## config.mk

```make
export PLATFORM = sky130hd
export DESIGN_NAME = wb_commit_unit
export DESIGN_NICKNAME = d
export VERILOG_FILES = /design/src/rtl/wb_commit_unit.sv
export SDC_FILE = /design/constraint.sdc
export NUM_CORES = 1
export LEC_CHECK = 0
export ABC_AREA = 1
export BUFFER_PORTS_ARGS = -buffer_cell sky130_fd_sc_hd__buf_2
export CAP_MARGIN = 40
export CORE_MARGIN = 10
export CORE_UTILIZATION = 58
export DETAILED_ROUTE_END_ITERATION = 8
export PLACE_DENSITY = 0.86
export RECOVER_POWER = 25
export SYNTH_ARGS = -nofsm -noshare
export SYNTH_HDL_FRONTEND = slang
export SYNTH_SLANG_ARGS = --single-unit
```

## constraint.sdc

```tcl
create_clock -name clk -period 4 [get_ports clk]
set_input_delay 0.4 -clock clk [delete_from_list [all_inputs] [get_ports clk]]
set_output_delay 0.4 -clock clk [all_outputs]
set_load 0.01 [all_outputs]
```

## src/rtl/wb_commit_unit.sv

```systemverilog
// Writeback commit unit: takes completed instructions from MEM, drives the
// single-port GPR/CSR write bus toward decode, splits dual GPR+CSR writers
// over two cycles, counts retirements, checks program order and halts on a
// write to the halt CSR.
//
// Handshake: an instruction transfers on a cycle where in_valid && in_ready.
// in_ready is 1 only while in ACCEPT and not in reset. The producer holds its
// inputs while in_ready is 0, and the unit ignores in_valid on those cycles.
module wb_commit_unit #(
    parameter int                   DBITS     = 32,
    parameter int                   REGNOBITS = 5,
    parameter int                   CSRNOBITS = 4,
    parameter logic [CSRNOBITS-1:0] HALT_CSR  = 4'hF
) (
    input  logic                 clk,
    input  logic                 reset,
    input  logic                 in_valid,
    output logic                 in_ready,
    input  logic                 in_wr_reg,
    input  logic [REGNOBITS-1:0] in_wregno,
    input  logic [DBITS-1:0]     in_regval,
    input  logic                 in_wr_csr,
    input  logic [CSRNOBITS-1:0] in_wcsrno,
    input  logic [DBITS-1:0]     in_csrval,
    input  logic [DBITS-1:0]     in_inst_count,
    output logic                 wr_reg_WB,
    output logic [REGNOBITS-1:0] wregno_WB,
    output logic                 wr_csr_WB,
    output logic [CSRNOBITS-1:0] wcsrno_WB,
    output logic [DBITS-1:0]     regval_WB,
    output logic [DBITS-1:0]     retired_count,
    output logic                 order_error,
    output logic                 halt,
    output logic [1:0]           state_dbg
);

    typedef enum logic [1:0] {
        S_ACCEPT   = 2'd0,
        S_CSR_PEND = 2'd1,
        S_HALTED   = 2'd2
    } state_t;

    state_t                 state_q, state_d;
    logic                   wr_reg_q, wr_reg_d;
    logic [REGNOBITS-1:0]   wregno_q, wregno_d;
    logic                   wr_csr_q, wr_csr_d;
    logic [CSRNOBITS-1:0]   wcsrno_q, wcsrno_d;
    logic [DBITS-1:0]       regval_q, regval_d;
    logic [CSRNOBITS-1:0]   pend_csrno_q, pend_csrno_d;
    logic [DBITS-1:0]       pend_csrval_q, pend_csrval_d;
    logic [DBITS-1:0]       retired_q, retired_d;
    logic [DBITS-1:0]       expected_q, expected_d;
    logic                   first_done_q, first_done_d;
    logic                   order_error_q, order_error_d;
    logic                   halt_q, halt_d;

    logic                   accept;
    logic                   eff_reg;

    assign in_ready = (state_q == S_ACCEPT) && !reset;
    assign accept   = in_valid && in_ready;
    // x0 writes are dropped but the instruction still retires.
    assign eff_reg  = in_wr_reg && (in_wregno != '0);

    // Next-state, write-bus and bookkeeping logic; strobes default to idle zeros.
    always_comb begin
        state_d       = state_q;
        wr_reg_d      = 1'b0;
        wregno_d      = '0;
        wr_csr_d      = 1'b0;
        wcsrno_d      = '0;
        regval_d      = '0;
        pend_csrno_d  = pend_csrno_q;
        pend_csrval_d = pend_csrval_q;
        retired_d     = retired_q;
        expected_d    = expected_q;
        first_done_d  = first_done_q;
        order_error_d = order_error_q;
        // halt lags entry into HALTED by one cycle so it rises after the strobe.
        halt_d        = (state_q == S_HALTED);

        case (state_q)
            S_ACCEPT: begin
                if (accept) begin
                    if (eff_reg) begin
                        wr_reg_d = 1'b1;
                        wregno_d = in_wregno;
                        regval_d = in_regval;
                        if (in_wr_csr) begin
                            // CSR half goes out next cycle on the shared port.
                            pend_csrno_d  = in_wcsrno;
                            pend_csrval_d = in_csrval;
                            state_d       = S_CSR_PEND;
                        end
                    end else if (in_wr_csr) begin
                        wr_csr_d = 1'b1;
                        wcsrno_d = in_wcsrno;
                        regval_d = in_csrval;
                        if (in_wcsrno == HALT_CSR) begin
                            state_d = S_HALTED;
                        end
                    end
                end
            end
            S_CSR_PEND: begin
                wr_csr_d = 1'b1;
                wcsrno_d = pend_csrno_q;
                regval_d = pend_csrval_q;
                state_d  = (pend_csrno_q == HALT_CSR) ? S_HALTED : S_ACCEPT;
            end
            S_HALTED: begin
                state_d = S_HALTED;
            end
            default: begin
                state_d = S_ACCEPT;
            end
        endcase

        if (accept) begin
            retired_d = retired_q + 1'b1;
            if (first_done_q && (in_inst_count != expected_q)) begin
                order_error_d = 1'b1;
            end
            expected_d   = in_inst_count + 1'b1;
            first_done_d = 1'b1;
        end
    end

    // State and registered outputs; synchronous active-high reset.
    always_ff @(posedge clk) begin
        if (reset) begin
            state_q       <= S_ACCEPT;
            wr_reg_q      <= 1'b0;
            wregno_q      <= '0;
            wr_csr_q      <= 1'b0;
            wcsrno_q      <= '0;
            regval_q      <= '0;
            pend_csrno_q  <= '0;
            pend_csrval_q <= '0;
            retired_q     <= '0;
            expected_q    <= '0;
            first_done_q  <= 1'b0;
            order_error_q <= 1'b0;
            halt_q        <= 1'b0;
        end else begin
            state_q       <= state_d;
            wr_reg_q      <= wr_reg_d;
            wregno_q      <= wregno_d;
            wr_csr_q      <= wr_csr_d;
            wcsrno_q      <= wcsrno_d;
            regval_q      <= regval_d;
            pend_csrno_q  <= pend_csrno_d;
            pend_csrval_q <= pend_csrval_d;
            retired_q     <= retired_d;
            expected_q    <= expected_d;
            first_done_q  <= first_done_d;
            order_error_q <= order_error_d;
            halt_q        <= halt_d;
        end
    end

    assign wr_reg_WB     = wr_reg_q;
    assign wregno_WB     = wregno_q;
    assign wr_csr_WB     = wr_csr_q;
    assign wcsrno_WB     = wcsrno_q;
    assign regval_WB     = regval_q;
    assign retired_count = retired_q;
    assign order_error   = order_error_q;
    assign halt          = halt_q;
    assign state_dbg     = state_q;

endmodule

```

==> flow_summary.html, run 1 <==
<table>
<tr><th>Metric</th><th>Value</th></tr>
<tr><th colspan="2">Placed design</th></tr>
<tr><td>Post-detail-place hpwl</td><td>about 16000 µm</td></tr>
<tr><td>Total of buffers placed on input and output ports</td><td>approximately 190</td></tr>
<tr><td>Placer Congestion</td><td>0.972</td></tr>
<tr><th colspan="2">Clock tree</th></tr>
<tr><td># H-tree levels</td><td>4</td></tr>
<tr><td>Register clock-pin slew on the reported worst setup and hold paths</td><td>roughly 0.060 ns</td></tr>
<tr><td>Inserted Clock Buffers</td><td>17</td></tr>
<tr><td>CTS tree</td><td>built</td></tr>
<tr><td>Clock Sink Count</td><td>148</td></tr>
<tr><td>Setup bufs post-CTS</td><td>0</td></tr>
<tr><td>Clock root buffer</td><td>clkbuf_16</td></tr>
<tr><td>Insertion delay of the later-clocked pin in the worst-skew pair</td><td>0.42 ns</td></tr>
<tr><td>Quantity of gates resized following cts</td><td>0</td></tr>
<tr><td>Bufs on Longest Clock Path</td><td>2</td></tr>
<tr><td>Number of buffers inserted by hold repair at cts</td><td>0</td></tr>
<tr><th colspan="2">Synth</th></tr>
<tr><td>Netlist cell types</td><td>30</td></tr>
<tr><td>Post-Syn Instances</td><td>about 1200</td></tr>
<tr><td>Warnings from Yosys</td><td>0</td></tr>
<tr><td>Synth Cell Area</td><td>0.00745 mm²</td></tr>
<tr><td>Total of flip-flops plus latches after synthesis</td><td>between 100 and 150</td></tr>
<tr><td>Post-synthesis sequential area ratio</td><td>between 30 and 40%</td></tr>
<tr><td>Mean instance size in the synthesized netlist</td><td>between 6 and 7 µm²</td></tr>
<tr><td>Syn nets</td><td>around 1300</td></tr>
<tr><th colspan="2">Worst setup path</th></tr>
<tr><td>Cell Chain, Critical Path</td><td>inv_1 -&gt; nand3_4 -&gt; nor2_4 -&gt; buf_4 -&gt; nand2_2 -&gt; clkinv_2 -&gt; nor2_1 -&gt; nor2_1</td></tr>
<tr><td>Maximum fanout along the worst path</td><td>37</td></tr>
<tr><td>Crit path DAT</td><td>2.87 ns</td></tr>
<tr><td>Crit start category</td><td>flip-flop</td></tr>
<tr><td>Max stage delay cell, worst path</td><td>clkinv_2</td></tr>
<tr><td>Largest stage delay on the critical path</td><td>0.61 ns</td></tr>
<tr><td>Delay-heaviest family, CP</td><td>simple AND/OR/NAND/NOR gates</td></tr>
<tr><td>CP bufs+invs</td><td>3</td></tr>
<tr><td>Required time worst endpoint</td><td>about 4.3 ns</td></tr>
<tr><td>Cell repeated most along the worst path</td><td>nor2_1</td></tr>
<tr><td>Start-to-end type of the worst setup path</td><td>flip-flop to flip-flop</td></tr>
<tr><td>Type of destination of the critical path</td><td>flip-flop</td></tr>
<tr><td>Minimum setup slack among reg-to-reg paths</td><td>around 1.4 ns</td></tr>
<tr><th colspan="2">Route</th></tr>
<tr><td>Total detailed-routing wirelength</td><td>around 22000 µm</td></tr>
<tr><td>Number of DRC violations after detailed routing</td><td>0</td></tr>
<tr><td>Wirelength per Cell</td><td>between 10 and 15 µm</td></tr>
<tr><td>Antenna violation net count after detailed routing</td><td>0</td></tr>
<tr><td>Count of vias placed by the detailed router</td><td>7877</td></tr>
<tr><td>Iter 0 DRT Violations</td><td>between 500 and 600</td></tr>
<tr><td>Drt via density</td><td>approximately 5.1</td></tr>
<tr><td>Number of iterations in the first detailed-routing pass</td><td>6</td></tr>
<tr><th colspan="2">Power and ir drop</th></tr>
<tr><td>Maximum ir drop on the vdd rail</td><td>~0.00032 V</td></tr>
<tr><td>LEAKAGE</td><td>between 4 and 5 nW</td></tr>
<tr><td>Power per cell area</td><td>roughly 380 mW/mm²</td></tr>
<tr><th colspan="2">Timing</th></tr>
<tr><td>Final Hold Violating Endpoints</td><td>0</td></tr>
<tr><td>Final Skew</td><td>approximately 0.008 ns</td></tr>
<tr><td>Sum of negative setup slack</td><td>0 ns</td></tr>
<tr><td># setup viols final</td><td>0</td></tr>
<tr><td>Worst Hold Slack</td><td>0.212 ns</td></tr>
<tr><td>Post-route clock period utilization</td><td>64.1%</td></tr>
<tr><td>Max transition margin</td><td>around half</td></tr>
<tr><td>Shortest clock period the worst path allows after layout</td><td>about 2.6 ns</td></tr>
<tr><td>Count of pins over their slew limit</td><td>0</td></tr>
<tr><td>Slew of the pin with the lowest slew margin</td><td>about 0.76 ns</td></tr>
<tr><td>Highest clock frequency the design can meet</td><td>0.390 GHz</td></tr>
<tr><td>Unrepaired setup endpoints after global routing</td><td>no</td></tr>
<tr><th colspan="2">Worst hold path</th></tr>
<tr><td>Hold Path Class</td><td>input pin to flip-flop</td></tr>
<tr><th colspan="2">Die</th></tr>
<tr><td>Overall die height</td><td>133 µm</td></tr>
<tr><td>Floorplan die width</td><td>between 100 and 150 µm</td></tr>
<tr><td>Die Area</td><td>between 0.015 and 0.02 mm²</td></tr>
<tr><td>Site row count</td><td>between 40 and 50</td></tr>
<tr><td>Floorplan Core Area</td><td>between 0.01 and 0.015 mm²</td></tr>
<tr><td>Starting utilization of the core area</td><td>between 50% and 60%</td></tr>
<tr><td>Total I/O pin count</td><td>190</td></tr>
<tr><th colspan="2">Job</th></tr>
<tr><td>MaxCap Viol Count</td><td>0</td></tr>
<tr><th colspan="2">Finish</th></tr>
<tr><td>Area added between synthesis and finish</td><td>21.0%</td></tr>
<tr><td>Fraction of final layout cells with drive strength greater than 1</td><td>a little over an eighth</td></tr>
<tr><td>Utilization of the core after routing</td><td>between 70% and 80%</td></tr>
<tr><td>Number of nets in the layout</td><td>1462</td></tr>
<tr><th colspan="2">Global routing</th></tr>
<tr><td>Total routing usage reported by global routing</td><td>23.8%</td></tr>
<tr><td>Number of antenna violations at the first check in global routing</td><td>1</td></tr>
<tr><td>Via count of the first global-routing pass</td><td>7385</td></tr>
<tr><td>Maximum number of pins on one net before global-route repair</td><td>63</td></tr>
<tr><td>Leftover overflow at the end of global routing</td><td>0</td></tr>
<tr><td>First-pass GRT wire length</td><td>roughly 35000 µm</td></tr>
<tr><th colspan="2">Outcome</th></tr>
<tr><td>Outcome</td><td>complete, no violations</td></tr>
</table>
-- metal layers --
| layer | wire length [µm] | global-route usage [%] | vias to the layer above |
|---|---|---|---|
| met1 | 8920 | 27.2 | 3543 |
| met3 | 2070 | 8.53 | 33 |
| met5 | 13 | 0 | - |
| met2 | 10500 | 40.4 | 299 |
| met4 | 322 | 7.68 | 2 |
| li1 | - | - | 4000 |
-- metrics by stage --
| stage | cell area (µm²) | setup slack, ns | power (mW) | std cells |
|---|---|---|---|---|
| finish | 9010 | 1.44 | 3.45 | 1536 |
| floorplan | 7450 | 2.36 | 1.81 | 1174 |
| global placement | 8470 | 1.13 | 1.95 | 1501 |
| CTS | 9080 | 1.46 | 3.46 | 1535 |
| detailed placement | 8510 | 1.07 | 1.96 | 1503 |
| global route | 9010 | 1.18 | 3.57 | 1535 |
-- cells in the final DEF, fill, tap and decap left out, types with 2 or more instances in the layout --
cell,instances
buf_4,5
nand3b_1,7
nor2_4,2
nand4_1,12
nor2_1,208
clkinv_2,4
xnor2_1,31
nand2_1,391
o21ai_0,68
ha_1,2
o21bai_1,2
nand3_1,85
xor2_1,11
a21oi_1,30
clkinvlp_4,2
dfxtp_1,148
clkinv_4,4
clkbuf_1,57
clkbuf_16,17
buf_2,134
a31oi_1,2
inv_2,2
inv_1,113
nor3_1,11
clkbuf_8,2
-- worst paths after layout --
kind,from,endpoint,cells after the start
worst max-delay path,state_dbg[0],pend_csrval_q[15],8
worst max register to register,state_dbg[0],pend_csrval_q[15],8
worst min register to register,order_error,order_error,2
worst min-delay path,in_wregno[1],wregno_WB[1],3
-- tightest hold or removal path, cell delays in order --
cell and delay [ns]:
buf_2 0.11, inv_1 0.05, nor2_1 0.03
-- logic make-up after synthesis --
group | after synthesis | share of synthesized area (%)
AO/OA/AOI/OAI | 104 | 7.27
multiplexers | 1 | 0.134
buffers and inverters | 155 | 8.25
flip-flops | 148 | 39.8
adder cells (fa/ha/maj) | 2 | 0.336
XOR/XNOR | 42 | 4.94
AND/OR/NAND/NOR | 722 | 39.3
-- cell usage after synthesis --
cell,instances,area (µm²)
inv_1,114,428
and2_1,1,6.26
o21ai_0,68,340
nand3b_1,7,52.6
ha_1,2,25.0
buf_2,7,35.0
clkinv_2,1,5.00
nand3_1,85,425
nand2_2,1,6.26
xnor2_1,31,272
clkbuf_1,17,63.8
buf_4,6,45.0
xor2_1,11,96.3
nor2_4,2,22.5
nand3_4,1,17.5
o21bai_1,2,15.0
a211oi_1,1,7.51
a21oi_1,30,150
nor4_1,1,6.26
a31oi_1,2,12.5
dfxtp_1,148,2960
mux2i_1,1,10.0
a21oi_4,1,16.3
nor2_1,209,785
inv_2,1,3.75
buf_1,9,33.8
nand4_1,12,75.1
nand2_1,391,1470
or2_2,1,6.26
nor3_1,11,55.1
-- final cells by class --
| class | count | area (µm²) |
|---|---|---|
| timing repair buffer | 196 | 957 |
| clock buffer | 21 | 460 |
| inverter | 116 | 437 |
| multi-input combinational | 871 | 3870 |
| fill | 1120 | 3610 |
| antenna | 1 | 2.50 |
| clock inverter | 11 | 104 |
| sequential | 148 | 2960 |
| tap | 172 | 215 |
-- sequential cells by signal, indices dropped and copies added (netlist names) --
signal and count:
halt 1, order_error 1, retired_count 32, wcsrno_WB 4
expected_q 32, pend_csrno_q 4, wregno_WB 5, state_dbg 2
regval_WB 32, wr_reg_WB 1, pend_csrval_q 32, wr_csr_WB 1
first_done_q 1
-- where the power goes --
| part | switching [mW] | internal [mW] |
|---|---|---|
| registers | 0.0321 | 1.53 |
| clock network | 0.629 | 0.890 |
| logic | 0.219 | 0.142 |
No activity file was read; power rests on OpenSTA's default activity.
==> run 2: changes to the inputs <==
ABC_AREA = 0   (was 1)
CORE_UTILIZATION = 52   (was 58)
PLACE_DENSITY = 0.8   (was 0.86)
clock period = 2.5 ns   (was 4 ns; I/O delays follow)
==> run 2 against run 1 <==
  * Setup slack got worse by 1.0 ns
  * Register-to-register slack worse by 1.0 ns
  * Sequential power grew 59%
  * Utilization fell by 6.6 points
  * Total power up 57%
  * Clock power increased by 62%
  * Hold slack got worse by 0.17 ns
  * First-iteration DRC count is 3.5% higher
  * Synthesized area down 11%
  * Critical path depth is 1 lower
  * Global-route usage decreased by 3.1 points
  * Routed wire length is 14% lower
  * Largest power group unchanged
  * Highest routed layer is now met4
==> flow_summary.html, run 2 <==
<table>
<tr><th>Metric</th><th>Value</th></tr>
<tr><th colspan="2">Finish</th></tr>
<tr><td>Leading cell type in the layout, fill and taps excluded</td><td>dfxtp_1</td></tr>
<tr><td>Count of non-filler cells in the finished layout</td><td>1097 (-29%)</td></tr>
<tr><td>Fraction of final layout cells with drive strength greater than 1</td><td>21.8% (+8.5 points)</td></tr>
<tr><td>Number of nets in the layout</td><td>1024 (-30%)</td></tr>
<tr><td>Utilization of the core after routing</td><td>64.8% (-6.6 points)</td></tr>
<tr><td>Most frequent cells in the layout</td><td>148 x dfxtp_1, 136 x buf_2, 106 x nand2_1</td></tr>
<tr><td>Filler cell count</td><td>1130 (+0.89%)</td></tr>
<tr><td>Multi-input gate area</td><td>0.00331 mm² (-14%)</td></tr>
<tr><td>FF/Latch Area</td><td>0.00296 mm² (unchanged)</td></tr>
<tr><td>Final instance area</td><td>0.00811 mm² (-10%)</td></tr>
<tr><td>Area added between synthesis and finish</td><td>22.8%</td></tr>
<tr><th colspan="2">Worst setup path</th></tr>
<tr><td>Maximum fanout along the worst path</td><td>37 (unchanged)</td></tr>
<tr><td>Start-to-end type of the worst setup path</td><td>flip-flop to flip-flop</td></tr>
<tr><td>Startpoint of the worst register-to-register path</td><td>state_dbg[1]</td></tr>
<tr><td>R2R cell count</td><td>7 (-1)</td></tr>
<tr><td>Crit path DAT</td><td>2.41 ns (-0.46 ns)</td></tr>
<tr><td>Minimum setup slack among reg-to-reg paths</td><td>0.43 ns (-1.00 ns)</td></tr>
<tr><td>Reg-to-reg endpoint</td><td>pend_csrval_q[30]</td></tr>
<tr><td>Type of destination of the critical path</td><td>flip-flop</td></tr>
<tr><td>Required time worst endpoint</td><td>2.84 ns (-1.47 ns)</td></tr>
<tr><td>Crit start category</td><td>flip-flop</td></tr>
<tr><th colspan="2">Global routing</th></tr>
<tr><td>Via count of the first global-routing pass</td><td>6091 (-18%)</td></tr>
<tr><td>Leftover overflow at the end of global routing</td><td>0 (unchanged)</td></tr>
<tr><td>Number of antenna violations at the first check in global routing</td><td>1 (unchanged)</td></tr>
<tr><td>Maximum number of pins on one net before global-route repair</td><td>64 (+1.6%)</td></tr>
<tr><td>First-pass GRT wire length</td><td>30100 µm (-15%)</td></tr>
<tr><td>Total routing usage reported by global routing</td><td>20.6% (-3.1 points)</td></tr>
<tr><th colspan="2">Placed design</th></tr>
<tr><td>Total of buffers placed on input and output ports</td><td>189 (unchanged)</td></tr>
<tr><td>Placer Congestion</td><td>0.846 (-13%)</td></tr>
<tr><td>Placed instance count</td><td>1065 (-29%)</td></tr>
<tr><td>Post-detail-place hpwl</td><td>13200 µm (-18%)</td></tr>
<tr><td>Post-place setup slack</td><td>0.470 ns (-0.603 ns)</td></tr>
<tr><td>Area after DPL</td><td>0.00760 mm² (-11%)</td></tr>
<tr><th colspan="2">Synth</th></tr>
<tr><td>Cell taking the most area after synthesis</td><td>dfxtp_1</td></tr>
<tr><td>Share of the synthesized area in the top cell type</td><td>44.9% (+5.1 points)</td></tr>
<tr><td>Asr flop ratio synth</td><td>0% (unchanged)</td></tr>
<tr><td>Warnings from Yosys</td><td>0 (unchanged)</td></tr>
<tr><td>Netlist cell types</td><td>50 (+67%)</td></tr>
<tr><td>Leading cell type by number of instances after synthesis</td><td>dfxtp_1</td></tr>
<tr><td>Mean instance size in the synthesized netlist</td><td>8.95 µm² (+41%)</td></tr>
<tr><td>Syn nets</td><td>850 (-34%)</td></tr>
<tr><td>Synth Cell Area</td><td>0.00660 mm² (-11%)</td></tr>
<tr><td>Top flip-flop cell by instance count after synthesis</td><td>dfxtp_1</td></tr>
<tr><td>Total of flip-flops plus latches after synthesis</td><td>148 (unchanged)</td></tr>
<tr><td>Post-Syn Instances</td><td>738 (-37%)</td></tr>
<tr><td>Post-synth EDFFs</td><td>0 (unchanged)</td></tr>
<tr><td>Leading post-synthesis cells by instance count</td><td>148 x dfxtp_1, 106 x nand2_1, 68 x nor2_1</td></tr>
<tr><td>Top area cells in the synthesized netlist</td><td>dfxtp_1 45%, xor2_1 8.1%, nand2_1 6.0%, a222oi_1 4.9%, nor2_1 3.9%</td></tr>
<tr><td>Post-synthesis sequential area ratio</td><td>44.9% (+5.1 points)</td></tr>
<tr><th colspan="2">Clock tree</th></tr>
<tr><td>Setup bufs post-CTS</td><td>0 (unchanged)</td></tr>
<tr><td>Clock Sink Count</td><td>148 (unchanged)</td></tr>
<tr><td>Insertion delay of the later-clocked pin in the worst-skew pair</td><td>0.42 ns (about the same)</td></tr>
<tr><td>CTS tree</td><td>built</td></tr>
<tr><td># H-tree levels</td><td>4 (unchanged)</td></tr>
<tr><td>Clock root buffer</td><td>clkbuf_16</td></tr>
<tr><td>Bufs on Longest Clock Path</td><td>2 (unchanged)</td></tr>
<tr><td>Inserted Clock Buffers</td><td>17 (unchanged)</td></tr>
<tr><td>Number of buffers inserted by hold repair at cts</td><td>0 (unchanged)</td></tr>
<tr><td>Register clock-pin slew on the reported worst setup and hold paths</td><td>0.06 ns (about the same)</td></tr>
<tr><td>Quantity of gates resized following cts</td><td>0 (unchanged)</td></tr>
<tr><th colspan="2">Timing</th></tr>
<tr><td>Highest clock frequency the design can meet</td><td>0.483 GHz (+24%)</td></tr>
<tr><td>Post-route clock period utilization</td><td>82.7% (+19 points)</td></tr>
<tr><td>Final Skew</td><td>0.00622 ns (-0.00160 ns)</td></tr>
<tr><td>Worst Slack Setup Final</td><td>0.431 ns (-1.00 ns)</td></tr>
<tr><td>Slew of the pin with the lowest slew margin</td><td>0.668 ns (-0.0942 ns)</td></tr>
<tr><td>Shortest clock period the worst path allows after layout</td><td>2.07 ns (-0.495 ns)</td></tr>
<tr><td>Sum of negative setup slack</td><td>0 ns (unchanged)</td></tr>
<tr><td># setup viols final</td><td>0 (unchanged)</td></tr>
<tr><td>Max transition margin</td><td>55.1% (+6.0 points)</td></tr>
<tr><td>Unrepaired setup endpoints after global routing</td><td>no</td></tr>
<tr><td>Count of pins over their slew limit</td><td>0 (unchanged)</td></tr>
<tr><td>Final Hold Violating Endpoints</td><td>0 (unchanged)</td></tr>
<tr><td>Worst Hold Slack</td><td>0.0438 ns (-0.168 ns)</td></tr>
<tr><th colspan="2">Route</th></tr>
<tr><td>Count of vias placed by the detailed router</td><td>6147 (-22%)</td></tr>
<tr><td>Number of iterations in the first detailed-routing pass</td><td>6 (unchanged)</td></tr>
<tr><td>Number of DRC violations after detailed routing</td><td>0 (unchanged)</td></tr>
<tr><td>Drt via density</td><td>5.60 (+9.3%)</td></tr>
<tr><td>Wirelength per Cell</td><td>17.1 µm (+20%)</td></tr>
<tr><td>Total detailed-routing wirelength</td><td>18700 µm (-14%)</td></tr>
<tr><td>Antenna violation net count after detailed routing</td><td>0 (unchanged)</td></tr>
<tr><td>Iter 0 DRT Violations</td><td>613 (+3.5%)</td></tr>
<tr><th colspan="2">Die</th></tr>
<tr><td>Total I/O pin count</td><td>190 (unchanged)</td></tr>
<tr><td>Floorplan die width</td><td>133 µm (-0.47%)</td></tr>
<tr><td>Starting utilization of the core area</td><td>52.8% (-6.3 points)</td></tr>
<tr><td>Site row count</td><td>41 (unchanged)</td></tr>
<tr><td>Overall die height</td><td>133 µm (-0.47%)</td></tr>
<tr><td>Die Area</td><td>0.0176 mm² (-0.94%)</td></tr>
<tr><td>Floorplan Core Area</td><td>0.0125 mm² (-0.81%)</td></tr>
<tr><th colspan="2">Power and ir drop</th></tr>
<tr><td>Total design power</td><td>5.42 mW (+57%)</td></tr>
<tr><td>LEAKAGE</td><td>3.17 nW (-23%)</td></tr>
<tr><td>Maximum ir drop on the vdd rail</td><td>0.000392 V (+21%)</td></tr>
<tr><td>Power per cell area</td><td>668 mW/mm² (+75%)</td></tr>
<tr><th colspan="2">Outcome</th></tr>
<tr><td>Outcome</td><td>complete, no violations</td></tr>
<tr><th colspan="2">Worst hold path</th></tr>
<tr><td>Cell count of the worst hold path</td><td>2 (-1)</td></tr>
<tr><td>Worst min-delay path endpoint</td><td>wregno_WB[0]</td></tr>
<tr><td>Critical hold path startpoint</td><td>in_wregno[0]</td></tr>
<tr><td>Hold Path Class</td><td>input pin to flip-flop</td></tr>
<tr><th colspan="2">Job</th></tr>
<tr><td>MaxCap Viol Count</td><td>0 (unchanged)</td></tr>
</table>
## run 2: cell types whose count changed after synthesis, sizes merged, moves of 23 or more
cell and delta:
xor2 +50, o21ai -32, nor2 -143, a222oi +32, nand3b +23, inv -105
nand2 -285, nand3 -65
## run 2: power breakdown
group / switching, mW / internal, mW
sequential: 0.0443 / 2.44
clock: 0.983 / 1.49
combinational: 0.275 / 0.193
total: 1.30 / 4.12
## run 2: how the worst max path moves through the flow
stage                              endpoint  cells after the start         start
after floorplan           retired_count[16]                      6  state_dbg[0]
after global placement         regval_WB[3]                      7  in_wregno[0]
after detailed placement  pend_csrval_q[16]                      8         reset
after CTS                 pend_csrval_q[30]                      7  state_dbg[1]
after global routing      pend_csrval_q[16]                      7  state_dbg[1]
final                     pend_csrval_q[30]                      7  state_dbg[1]
## run 2: cell families after synthesis
| logic type | count (synthesis) | share of synthesized area, % |
|---|---|---|
| simple gates | 319 | 25.7 |
| buf+inv | 58 | 5.02 |
| mux | 2 | 0.303 |
| compound gates | 126 | 12.8 |
| xor+xnor | 83 | 11.0 |
| flops | 148 | 44.9 |
| fa+ha+maj | 2 | 0.379 |
## run 2: routing by layer
metal | wire length, µm | vias up | GRT usage (%) | share of wire, %
met5 | 0 | - | 0 | 0
met2 | 8900 | 272 | 33.7 | 47
met1 | 7850 | 2854 | 24.2 | 42
met4 | 638 | 0 | 10.4 | 3.4
li1 | - | 2972 | - | -
met3 | 1360 | 49 | 5.98 | 7.3
## run 2: worst max-delay path, stage by stage (launching register included)
cell and delay (ns):
dfxtp_1 0.33, nor4b_4 0.36, buf_4 0.23, o211a_1 0.30
nand2_8 0.20, inv_6 0.30, nand2_1 0.11, a21oi_1 0.15
## run 2: final cells by class
type                       instances  share of cell area [%]
antenna                            1                  0.0309
multi-input combinational        532                    40.9
tap                              172                    2.65
sequential                       148                    36.5
clock inverter                    12                    1.64
inverter                          10                   0.525
timing repair buffer             203                    12.3
clock buffer                      19                    5.46
==> run 3: changes to the inputs <==
ABC_AREA = 1   (was 0)
CORE_UTILIZATION = 54   (was 52)
PLACE_DENSITY = 0.81   (was 0.8)
clock period = 2.05 ns   (was 2.5 ns; I/O delays follow)
==> run 3 against run 2 <==
  * Cell count grew 41%
  * Clock skew grew 0.0016 ns
  * First-iteration DRC count shrank 5.9%
  * Sequential share of layout area shrank 4.0 points
  * Combinational power grew 55%
  * Clock power grew 21%
  * Hold slack lost 0.031 ns
  * Total power grew 25%
  * Sequential cell count is the same
  * Critical endpoint is now regval_WB[29]
==> flow_summary.html, run 3 (same netlist as run 1, synthesis figures left out) <==
<table>
<tr><th>Metric</th><th>Value</th></tr>
<tr><th colspan="2">Clock tree</th></tr>
<tr><td>CTS tree</td><td>built</td></tr>
<tr><td>Quantity of gates resized following cts</td><td>0 (unchanged)</td></tr>
<tr><td>Clock root buffer</td><td>clkbuf_16</td></tr>
<tr><td>Insertion delay of the later-clocked pin in the worst-skew pair</td><td>0.42 ns (about the same)</td></tr>
<tr><td>Register clock-pin slew on the reported worst setup and hold paths</td><td>0.06 ns (about the same)</td></tr>
<tr><td>Inserted Clock Buffers</td><td>17 (unchanged)</td></tr>
<tr><td># H-tree levels</td><td>4 (unchanged)</td></tr>
<tr><td>Bufs on Longest Clock Path</td><td>2 (unchanged)</td></tr>
<tr><td>Clock Sink Count</td><td>148 (unchanged)</td></tr>
<tr><th colspan="2">Timing</th></tr>
<tr><td>Shortest clock period the worst path allows after layout</td><td>1.91 ns (-0.157 ns)</td></tr>
<tr><td>Slew of the pin with the lowest slew margin</td><td>0.892 ns (+0.223 ns)</td></tr>
<tr><td>Max transition margin</td><td>40.5% (-15 points)</td></tr>
<tr><td>Count of pins over their slew limit</td><td>0 (unchanged)</td></tr>
<tr><td>Final Hold Violating Endpoints</td><td>0 (unchanged)</td></tr>
<tr><td>Unrepaired setup endpoints after global routing</td><td>no</td></tr>
<tr><td>Post-route clock period utilization</td><td>93.3% (+11 points)</td></tr>
<tr><td>Final Skew</td><td>0.00786 ns (+0.00165 ns)</td></tr>
<tr><td>Highest clock frequency the design can meet</td><td>0.523 GHz (+8.2%)</td></tr>
<tr><td># setup viols final</td><td>0 (unchanged)</td></tr>
<tr><td>Sum of negative setup slack</td><td>0 ns (unchanged)</td></tr>
<tr><th colspan="2">Power and ir drop</th></tr>
<tr><td>Maximum ir drop on the vdd rail</td><td>0.000581 V (+48%)</td></tr>
<tr><td>Proportion of total power due to net switching</td><td>25.2% (+1.1 points)</td></tr>
<tr><td>Power per cell area</td><td>744 mW/mm² (+11%)</td></tr>
<tr><td>Switching component of the power</td><td>1.71 mW (+31%)</td></tr>
<tr><td>Portion of total power attributed to combinational logic</td><td>10.7% (+2.1 points)</td></tr>
<tr><td>Part of the total power dissipated in the clock network</td><td>44.3% (-1.3 points)</td></tr>
<tr><td>Reg power frac</td><td>45.0% (-0.8 points)</td></tr>
<tr><td>Internal power of the cells</td><td>5.07 mW (+23%)</td></tr>
<tr><td>LEAKAGE</td><td>4.17 nW (+32%)</td></tr>
<tr><th colspan="2">Finish</th></tr>
<tr><td>Most frequent cells in the layout</td><td>391 x nand2_1, 208 x nor2_1, 148 x dfxtp_1</td></tr>
<tr><td>FF/Latch Area</td><td>0.00296 mm² (unchanged)</td></tr>
<tr><td>Multi-input gate area</td><td>0.00388 mm² (+17%)</td></tr>
<tr><td>Area added between synthesis and finish</td><td>22.4%</td></tr>
<tr><td>Number of diodes added for antenna fixing</td><td>0 (-1)</td></tr>
<tr><td>Fraction of final layout cells with drive strength greater than 1</td><td>13.7% (-8.1 points)</td></tr>
<tr><td>Leading cell type in the layout, fill and taps excluded</td><td>nand2_1</td></tr>
<tr><td>Final instance area</td><td>0.00911 mm² (+12%)</td></tr>
<tr><td>Filler cell count</td><td>1198 (+6.0%)</td></tr>
<tr><td>Number of nets in the layout</td><td>1474 (+44%)</td></tr>
<tr><th colspan="2">Route</th></tr>
<tr><td>Count of vias placed by the detailed router</td><td>7957 (+29%)</td></tr>
<tr><td>Wirelength per Cell</td><td>14.3 µm (-16%)</td></tr>
<tr><td>Number of iterations in the first detailed-routing pass</td><td>9 (+3)</td></tr>
<tr><td>Iter 0 DRT Violations</td><td>577 (-5.9%)</td></tr>
<tr><td>Antenna violation net count after detailed routing</td><td>0 (unchanged)</td></tr>
<tr><td>Drt via density</td><td>5.13 (-8.4%)</td></tr>
<tr><td>Total detailed-routing wirelength</td><td>22200 µm (+18%)</td></tr>
<tr><td>Number of DRC violations after detailed routing</td><td>0 (unchanged)</td></tr>
<tr><th colspan="2">Placed design</th></tr>
<tr><td>Area after DPL</td><td>0.00860 mm² (+13%)</td></tr>
<tr><td>Total of buffers placed on input and output ports</td><td>189 (unchanged)</td></tr>
<tr><td>Post-detail-place hpwl</td><td>16100 µm (+22%)</td></tr>
<tr><td>Placer Congestion</td><td>0.943 (+11%)</td></tr>
<tr><th colspan="2">Die</th></tr>
<tr><td>Floorplan Core Area</td><td>0.0134 mm² (+7.1%)</td></tr>
<tr><td>Starting utilization of the core area</td><td>55.6% (+2.8 points)</td></tr>
<tr><td>Site row count</td><td>42 (+2.4%)</td></tr>
<tr><td>Die Area</td><td>0.0189 mm² (+7.3%)</td></tr>
<tr><td>Overall die height</td><td>137 µm (+3.6%)</td></tr>
<tr><td>Floorplan die width</td><td>137 µm (+3.6%)</td></tr>
<tr><td>Total I/O pin count</td><td>190 (unchanged)</td></tr>
<tr><th colspan="2">Global routing</th></tr>
<tr><td>Maximum number of pins on one net before global-route repair</td><td>47 (-27%)</td></tr>
<tr><td>Leftover overflow at the end of global routing</td><td>0 (unchanged)</td></tr>
<tr><td>Total routing usage reported by global routing</td><td>22.8% (+2.2 points)</td></tr>
<tr><td>Via count of the first global-routing pass</td><td>7305 (+20%)</td></tr>
<tr><td>Number of antenna violations at the first check in global routing</td><td>0 (-1)</td></tr>
<tr><td>First-pass GRT wire length</td><td>35000 µm (+17%)</td></tr>
<tr><th colspan="2">Worst setup path</th></tr>
<tr><td>Delay-heaviest family, CP</td><td>buffers and inverters</td></tr>
<tr><td>Worst Setup SP</td><td>state_dbg[0]</td></tr>
<tr><td>Maximum fanout along the worst path</td><td>23 (-38%)</td></tr>
<tr><td>Max stage delay cell, worst path</td><td>dfxtp_1</td></tr>
<tr><td>Crit path DAT</td><td>2.28 ns (-0.13 ns)</td></tr>
<tr><td>Type of destination of the critical path</td><td>flip-flop</td></tr>
<tr><td>Required time worst endpoint</td><td>2.42 ns (-0.42 ns)</td></tr>
<tr><td>Cell Chain, Critical Path</td><td>inv_1 -&gt; nand3_4 -&gt; buf_4 -&gt; nor2_1 -&gt; inv_2 -&gt; a21oi_4 -&gt; buf_4 -&gt; nand2_1 -&gt; nand3_1 -&gt; nand2_1 -&gt; inv_1</td></tr>
<tr><td>Crit start category</td><td>flip-flop</td></tr>
<tr><td>Start-to-end type of the worst setup path</td><td>flip-flop to flip-flop</td></tr>
<tr><td>Largest stage delay on the critical path</td><td>0.35 ns (about the same)</td></tr>
<tr><td>CP bufs+invs</td><td>5 (+3)</td></tr>
<tr><td>Startpoint of the worst register-to-register path</td><td>state_dbg[0]</td></tr>
<tr><th colspan="2">Worst hold path</th></tr>
<tr><td>Critical hold path startpoint</td><td>in_wregno[4]</td></tr>
<tr><td>Hold Path Class</td><td>input pin to flip-flop</td></tr>
<tr><th colspan="2">Outcome</th></tr>
<tr><td>Outcome</td><td>complete, no violations</td></tr>
<tr><th colspan="2">Job</th></tr>
<tr><td>MaxCap Viol Count</td><td>0 (unchanged)</td></tr>
</table>
## run 3: worst min-delay path, stage by stage
cell     delay [ns]
buf_2          0.09
nand2_1        0.06
inv_1          0.05
## run 3: area by class of cell
class                   instances  share of cell area [%]
clock inverters                 7                   0.796
repair buffers                207                    11.5
clock buffers                  24                    5.39
flip-flops and latches        148                    32.5
inverters                     116                    4.80
multi-input cells             872                    42.6
well taps                     176                    2.42
## run 3: per-layer routing
layer | global-route usage [%] | vias to the layer above | wire length (µm)
met1 | 27.0 | 3584 | 8940
li1 | - | 4032 | -
met2 | 37.9 | 306 | 10600
met5 | 0 | - | 0
met4 | 7.90 | 0 | 421
met3 | 7.43 | 35 | 2250
## run 3: power by group through the flow
| stage | sequential [mW] | clock [mW] | combinational (mW) |
|---|---|---|---|
| 5_1_grt | 3.06 | 3.14 | 0.820 |
| 4_1_cts | 3.05 | 3.02 | 0.726 |
| 6_report | 3.05 | 3.00 | 0.726 |
| 3_5_place_dp | 3.11 | 0 | 0.717 |
| 2_1_floorplan | 3.12 | 0 | 0.411 |
| 3_3_place_gp | 3.11 | 0 | 0.704 |
## run 3: metrics by stage
stage	hold slack, ns	total power [mW]	util, %	instances	setup slack [ns]
after floorplan	0.295	3.53	-	1174	0.411
after global placement	0.410	3.81	64.2	1516	0.0544
after detailed placement	0.414	3.83	64.2	1516	-0.00491
after CTS	0.00168	6.80	68.5	1549	0.0224
after global routing	0.0229	7.02	68.0	1550	0.00825
final	0.0126	6.78	68.0	1550	0.138
## run 3: what timing repair did
action                                 4_1_cts  5_1_grt
buffers inserted                             0        0
gates cloned                                 0        1
pin swaps                                    1        1
setup endpoints to repair                    2       36
endpoints found under the hold margin        2        0
hold buffers                                 2        0
## run 3: final timing paths
path | to | slack, ns | depth (start not counted)
setup / recovery | regval_WB[29] | 0.14 | 11
setup reg to reg | regval_WB[29] | 0.14 | 11
hold / removal | wregno_WB[4] | 0.01 | 3
hold reg to reg | order_error | 0.45 | 2
